**config.mk**
```make
export PLATFORM = sky130hd
export DESIGN_NAME = cf_sync_receiver
export DESIGN_NICKNAME = d
export VERILOG_FILES = /design/src/rtl/cf_sync_receiver.sv
export SDC_FILE = /design/constraint.sdc
export NUM_CORES = 1
export LEC_CHECK = 0
export CORE_MARGIN = 2
export CORE_UTILIZATION = 40
export CTS_BUF_LIST = sky130_fd_sc_hd__clkbuf_8
export DETAILED_ROUTE_END_ITERATION = 6
export PLACE_DENSITY = 0.64
export SLEW_MARGIN = 20
export SYNTH_ARGS = -nofsm -noshare
export SYNTH_HDL_FRONTEND = slang
export SYNTH_SLANG_ARGS = --single-unit
```
**constraint.sdc**
```tcl
create_clock -name CLK -period 2.1 [get_ports CLK]
set_clock_uncertainty 0.2 [all_clocks]
set_input_delay 0.42 -clock CLK [delete_from_list [all_inputs] [get_ports CLK]]
set_output_delay 0.42 -clock CLK [all_outputs]
set_load 0.01 [all_outputs]
```
**src/rtl/cf_sync_receiver.sv**
```systemverilog
// rtl/cf_sync_receiver.sv - clocked receiving end of the self-timed CF pipeline
//
// Purpose:
//   Terminates the 4-phase bundled-data handshake (Send_in/Ack_out) from the
//   last CF stage. Send_in is synchronised, Data_in is captured into a
//   show-ahead FIFO, and the words leave as a clocked valid/ready stream.
//   A full FIFO withholds Ack_out, which stalls the asynchronous pipeline.
//
// Ports:
//   CLK        in   1      clock, all state on the rising edge
//   MR_n       in   1      master reset, asynchronous, active-low
//   Send_in    in   1      4-phase return-to-zero request from upstream
//   Data_in    in   W      bundled data, stable while Send_in is high
//   Ack_out    out  1      registered acknowledge to upstream
//   Out_valid  out  1      Out_data holds a valid word (FIFO not empty)
//   Out_ready  in   1      consumer takes the head word when Out_valid is high
//   Out_data   out  W      FIFO head word (show-ahead)
//   Level      out  AW+1   FIFO occupancy, 0..DEPTH
//   Overrun    out  1      sticky: a request was withdrawn before it was acked
module cf_sync_receiver #(
  parameter int W     = 8,
  parameter int DEPTH = 4,
  parameter int SYNC  = 2
) (
  input  logic                       CLK,
  input  logic                       MR_n,
  input  logic                       Send_in,
  input  logic [W-1:0]               Data_in,
  output logic                       Ack_out,
  output logic                       Out_valid,
  input  logic                       Out_ready,
  output logic [W-1:0]               Out_data,
  output logic [$clog2(DEPTH):0]     Level,
  output logic                       Overrun
);

  localparam int AW = $clog2(DEPTH);
  localparam int LW = AW + 1;
  localparam logic [LW-1:0] LEVEL_FULL = LW'(DEPTH);

  typedef enum logic {
    IDLE = 1'b0,
    ACK  = 1'b1
  } state_t;

  state_t          state_q;
  state_t          state_d;

  logic [SYNC-1:0] sync_q;
  logic            req_s;
  logic            req_early;

  logic [W-1:0]    mem_q [DEPTH];
  logic [AW-1:0]   wr_ptr_q;
  logic [AW-1:0]   rd_ptr_q;
  logic [LW-1:0]   level_q;
  logic [LW-1:0]   level_d;

  logic            full;
  logic            wr_en;
  logic            rd_en;

  logic            blocked_q;
  logic            blocked_d;
  logic            overrun_q;
  logic            overrun_d;

  // Synchroniser chain; stage 0 samples the asynchronous request.
  always_ff @(posedge CLK or negedge MR_n) begin
    if (!MR_n) begin
      sync_q <= '0;
    end else begin
      sync_q <= {sync_q[SYNC-2:0], Send_in};
    end
  end

  assign req_s = sync_q[SYNC-1];
  // The release of an acknowledged request is taken one stage early so that
  // Ack_out falls SYNC edges after Send_in. By the time IDLE is re-entered the
  // last stage has also dropped, so the same request cannot be written twice.
  assign req_early = sync_q[SYNC-2];

  assign full      = (level_q == LEVEL_FULL);
  assign Out_valid = (level_q != '0);
  assign rd_en     = Out_valid & Out_ready;

  // FSM state register.
  always_ff @(posedge CLK or negedge MR_n) begin
    if (!MR_n) begin
      state_q <= IDLE;
    end else begin
      state_q <= state_d;
    end
  end

  // FSM next state, FIFO write strobe and protocol-violation tracking.
  // The full decision uses the registered level only, so a read in the same
  // cycle never lets a write through at Level==DEPTH.
  always_comb begin
    state_d   = state_q;
    wr_en     = 1'b0;
    blocked_d = blocked_q;
    overrun_d = overrun_q;
    case (state_q)
      IDLE: begin
        if (req_s) begin
          if (!full) begin
            wr_en     = 1'b1;
            state_d   = ACK;
            blocked_d = 1'b0;
          end else begin
            blocked_d = 1'b1;
          end
        end else if (blocked_q) begin
          // Request withdrawn while it was still being held off.
          overrun_d = 1'b1;
          blocked_d = 1'b0;
        end
      end
      ACK: begin
        if (!req_early) begin
          state_d = IDLE;
        end
      end
      default: begin
        state_d = IDLE;
      end
    endcase
  end

  always_comb begin
    level_d = level_q;
    case ({wr_en, rd_en})
      2'b10:   level_d = level_q + LW'(1);
      2'b01:   level_d = level_q - LW'(1);
      default: level_d = level_q;
    endcase
  end

  // FIFO storage and pointers; DEPTH is a power of two so pointers wrap
  // naturally.
  always_ff @(posedge CLK or negedge MR_n) begin
    if (!MR_n) begin
      for (int i = 0; i < DEPTH; i++) begin
        mem_q[i] <= '0;
      end
      wr_ptr_q <= '0;
      rd_ptr_q <= '0;
      level_q  <= '0;
    end else begin
      if (wr_en) begin
        mem_q[wr_ptr_q] <= Data_in;
        wr_ptr_q        <= wr_ptr_q + AW'(1);
      end
      if (rd_en) begin
        rd_ptr_q <= rd_ptr_q + AW'(1);
      end
      level_q <= level_d;
    end
  end

  always_ff @(posedge CLK or negedge MR_n) begin
    if (!MR_n) begin
      blocked_q <= 1'b0;
      overrun_q <= 1'b0;
    end else begin
      blocked_q <= blocked_d;
      overrun_q <= overrun_d;
    end
  end

  assign Ack_out  = (state_q == ACK);
  assign Out_data = mem_q[rd_ptr_q];
  assign Level    = level_q;
  assign Overrun  = overrun_q;

endmodule
```
Word level (Yosys, flattened, before mapping)
Index checks and enable logic that the tools add are counted.
- memory bits (read-only): 0
- memories kept: 0
- bits in registers: 44
- output and inout bits: 14
- input port bits: 12
- latch bits: 0
- memory bits (writable): 0
- word-level logic and storage cells: 44
- magnitude comparators: 3
- bitwise gates (word level): 5
- div/mod/pow operators: 0
- reduce and logical (&&, ||, !) cells: 4
- equal/unequal tests: 3
- multipliers: 0
- $add $sub $neg: 4
- muxes and demuxes: 14
- shifts and indexed selects: 0
- operators by type and width (operator ; count):
    bitwise mux 32 bit ; 1
    two-way mux 8 bit ; 3
    binary-select mux 8 bit (select 2 bit) ; 1
    demux 8 bit (select 2 bit) ; 1
    greater-or-equal comparator 3 bit, second input constant ; 2
    two-way mux 1 bit ; 6
    inverter 2 -> 3 bit ; 2
    case mux 3 bit (2 select lines) ; 1
    adder 2 x 1 -> 2 bit, second input constant ; 2
    adder 3 x 1 -> 3 bit, second input constant ; 1
    == test 3 bit, second input constant ; 1
    < comparator 3 x 1 -> 1 bit, second input constant ; 1
    AND reduction 3 bit ; 1
    nonzero test 3 bit ; 1
    subtractor 3 x 1 -> 3 bit, second input constant ; 1
    == test 2 x 1 -> 1 bit, second input constant ; 1
    == test 2 bit, second input constant ; 1
    inverter 1 bit ; 2
    case mux 1 bit (2 select lines) ; 1
    nonzero test 2 bit ; 1
    AND 1 bit ; 1
    logical AND 1 bit ; 1

Logic depth before layout (Yosys ltp)
- word-level depth: 6
- gate-level depth with buffers: 9
- depth with buffers taken out: 9

Worst setup path before layout
OpenSTA, ideal clock, no wires.
- path type: reg-to-reg
- start: register level_q[0] (netlist: Level[0])
- end: register level_q[2] (netlist: Level[2])
- path buffers: 0
- clock period less this slack: 2.234 ns
- stages on the path, launching flop included: 10
- path slack: -0.134 ns
- data arrival time: 1.955 ns
- cell sequence: dfrtp_1 nor3b_4 nor3b_2 inv_1 ha_1 inv_1 fa_1 xor2_1 nor2_1 xor2_1
- cells in the longest elaborated chain, start to end: 6
- elaborated cells between the ends (all ways): 12
- classes of those cells: 2 x add/sub; 3 x eq/ne; 4 x mux; 1 x bitwise; 2 x reduce/logical
- RTL lines (item ; line ; text):
    start: declaration ; 56 ; logic [LW-1:0] level_q;
    start signal: assignment ; 158 ; level_q <= level_d;
    == test 3 bit ; 83 ; assign full = (level_q == LEVEL_FULL);
    two-way mux 1 bit ; 107 ; if (!full) begin
    two-way mux 1 bit ; 106 ; if (req_s) begin
    two-way mux 1 bit ; 104 ; case (state_q)
    == test 2 x 1 -> 1 bit / == test 2 bit (equally long branches) ; 133 ; case ({wr_en, rd_en})
    case mux 3 bit (2 select lines) / nonzero test 2 bit (equally long branches) ; - ;
Several ways; a longest one is shown, not always the timed one.
A chain may end at the register's enable or synchronous reset.

Worst setup path after layout
- start: register rd_ptr_q[0]
- end: output port Out_data[5]
- cells in the longest elaborated chain, start to end: 4
- RTL lines (item ; line ; text):
    start: declaration ; 55 ; logic [AW-1:0] rd_ptr_q;
    start signal: assignment ; 156 ; rd_ptr_q <= rd_ptr_q + AW'(1);
    inverter 2 -> 3 bit (not written as such) ; 173 ; assign Out_data = mem_q[rd_ptr_q];
    binary-select mux 8 bit (select 2 bit) ; 173 ;
    two-way mux 8 bit (not written as such) (2 in a row) ; 173 ;
    end: declaration ; 32 ; output logic [W-1:0] Out_data,
No other way between the ends. The select of a mux whose other input is x is not followed.

==> summary.txt <==
Logic synthesis
  – Post-Syn Instances: 126
  – Mean cell area of the mapped netlist: 17.04 um2
  – Post-synthesis adder-cell area fraction: 3.846%
  – Simple-Gate Fraction of Synth Area: 5.711%
  – Largest family of logic cells by synthesized area: multiplexers
  – Mapped cell area: 2147 um2
  – Yosys reg bits: 44
  – Mux contribution to synthesized area: 31.76%
  – Biggest area consumer among synthesized cells: dfrtp_1
  – Register area share after synthesis: 51.28%
  – XOR/XNOR Fraction of Synth Area: 2.448%
  – Yosys top cell area share: 51.28%
  – Area fraction in compound gates after synthesis: 1.399%
  – Largest cells by area after synthesis: dfrtp_1, mux2_4, mux4_2
  – Netlist cell types: 22
  – Ys Warns: 0
  – Post-Syn Nets: 144

Critical path
  – Crit path kind: flip-flop to output pin
  – Crit path launch type: flip-flop
  – Worst EP required: 1.48 ns
  – CP Capture Type: output pin
  – FF-to-FF setup slack: 0.07 ns
  – CP arrival: 1.53 ns
  – Reg2reg start: Level[0]
  – Worst Setup SP: rd_ptr_q[0]
  – Max FO, Critical Path: 4
  – Reg2Reg Capture Point: Level[2]
  – R2R depth: 9

Clock network
  – CTS buffer count: 5
  – Clock Pin Slew Worst Setup and Hold Paths: 0.08 ns
  – CTS tree: done
  – Worst skew pair latency: 0.29 ns
  – Clk buf depth: 2
  – CTS sink cnt: 44
  – Root Driver: clkbuf_8
  – H-tree depth: 2

Timing
  – Final worst path period need: 2.146 ns
  – Tcrit/Tclk final: 102.2%
  – Hold_ws: 0.1895 ns
  – Unrepaired setup endpoints after global routing: true
  – Max Transition Viols Final: 0
  – Setup WS post-layout: -0.04582 ns
  – Fin. Hold Viols: 0
  – Least-Margin Pin Slew: 0.4741 ns
  – # setup viols final: 7
  – Slew headroom: 68.39%
  – Fin Setup TNS: -0.1612 ns
  – Fmax: 0.4660 GHz

Cells and area
  – Fin nets: 190
  – Area Overhead vs Synth: 27.97%
  – Share of cells above drive strength 1: 52.60%
  – # diodes: 0
  – Design Area, Final: 2748 um2

Place
  – # port buffers: 25
  – Post-DP Area: 2557 um2
  – Routability Congestion: 0.7261
  – Post-detail-place hpwl: 2877 um
  – DP Worst Slack: -0.2254 ns

Die
  – # rows: 26
  – Ports: 26
  – Die width: 77.27 um
  – Core ar.: 5140 um2
  – Die Height: 77.27 um
  – Initial cell density of the core: 41.77%
  – Die area: 5970 um2

Drt
  – Wirelength per Cell: 17.01 um
  – Post-route ant nets: 0
  – First-pass DRT Iterations: 2
  – Via count: 1197
  – Routed wire length: 4133 um
  – Initial drt markers: 79
  – Post-route DRC: 0
  – DR vias/cell: 4.926

Job
  – Max_cap viols: 0

Outcome
  – Failing checks: setup timing
  – Status: finished, violations left

Global route
  – Overall Global Routing Usage: 16.05%
  – Vias in the first global route: 1400
  – Grt ovf: 0
  – Initial antenna violation count: 0
  – Largest net degree at the start of global routing: 26
  – First-pass GRT wire length: 7231 um

Hold path
  – Worst min-delay path class: flip-flop to flip-flop
  – Hold Path End: sync_q[1]
  – Worst hold start: sync_q[0]
  – Hold depth: 0

Power
  – PwrDens: 1642 nW/um2
  – Max VDD drop: 0.0008306 V
  – Leakage: 1.238 nW
  – Total chip power: 0.004510 W
[report_power, final]
group | leakage (nW) | total (W) | switching [W] | internal (W)
combinational | 0.651 | 0.00226 | 0.000789 | 0.00147
sequential | 0.523 | 0.00156 | 0.000289 | 0.00127
clock | 0.0645 | 0.000696 | 0.000277 | 0.000420
[how the worst max path moves through the flow]
stage	end	slack, ns
after CTS	Out_data[5]	-0.08
after detailed placement	Level[2]	-0.23
final	Out_data[5]	-0.05
after floorplan	Level[2]	-0.1
after global routing	Out_data[5]	-0.11
after global placement	Level[2]	-0.12
[cell families after synthesis]
family          after synthesis
mux                          42
xor+xnor                      6
compound gates                4
buf+inv                      12
simple gates                 12
fa+ha+maj                     6
flops                        44
[repair_timing]
| action | 4_1_cts | 5_1_grt |
|---|---|---|
| resized for setup | 40 | 9 |
| endpoints found under the setup margin | 9 | 11 |
| hold endpoints to repair | 19 | 0 |
| pin swaps | 0 | 1 |
| hold buffers | 1 | 0 |
| buffers inserted | 3 | 1 |
[worst max-delay path, cell delays in order (launching register included)]
cell	delay [ns]
dfrtp_1	0.42
buf_6	0.15
mux4_2	0.52
buf_6	0.14
[metal layers]
layer,GRT usage [%],up-vias,wire length (um)
met4,8.214,0,126
li1,-,535,-
met1,20.40,621,1835
met5,0,-,0
met3,3.882,12,157
met2,25.48,29,2014
[stage by stage]
| step | util, % | std cells |
|---|---|---|
| finish | 53.46 | 243 |
| global route | 53.46 | 243 |
| CTS | 52.56 | 242 |
| detailed placement | 49.76 | 230 |
| global placement | 49.76 | 230 |
| floorplan | - | 126 |
[registers in the layout (all words and copies together) (netlist names)]
name / cells
rd_ptr_q: 2
wr_ptr_q: 2
Ack_out: 1
blocked_q: 1
Level: 3
Overrun: 1
sync_q: 2
mem_q: 32
[placed cells by master (no fill, tap or decap), types with 2 or more instances in the layout]
master,instances
dfrtp_1,41
mux2_4,32
clkdlybuf4s50_1,15
buf_4,15
buf_6,9
mux4_2,8
clkbuf_8,7
inv_1,5
nor4bb_2,4
ha_1,4
dfrtp_2,3
xnor2_1,3
nand2_1,3
xor2_1,3
buf_2,3
a21o_1,2
nor2_1,2
[area by class of cell]
type / instances / area [um2]
fillers: 447 / 2392
flip-flops and latches: 44 / 1105
multi-input cells: 70 / 992.2
repair buffers: 45 / 414.1
clock buffers: 7 / 96.34
well taps: 70 / 87.58
clock inverters: 1 / 30.03
inverters: 6 / 22.52
[cells in the mapped netlist, drive strengths merged]
cell    instances
mux2i           1
fa              1
nor2            2
mux2           33
nand2           3
xnor2           3
a21o            2
dfrtp          44
buf             6
mux4            8
ha              5
or3             1
nor3b           2
xor2            3
nor4bb          4
o21ai           1
o31a            1
inv             6
No activity file was read; power rests on OpenSTA's default activity.
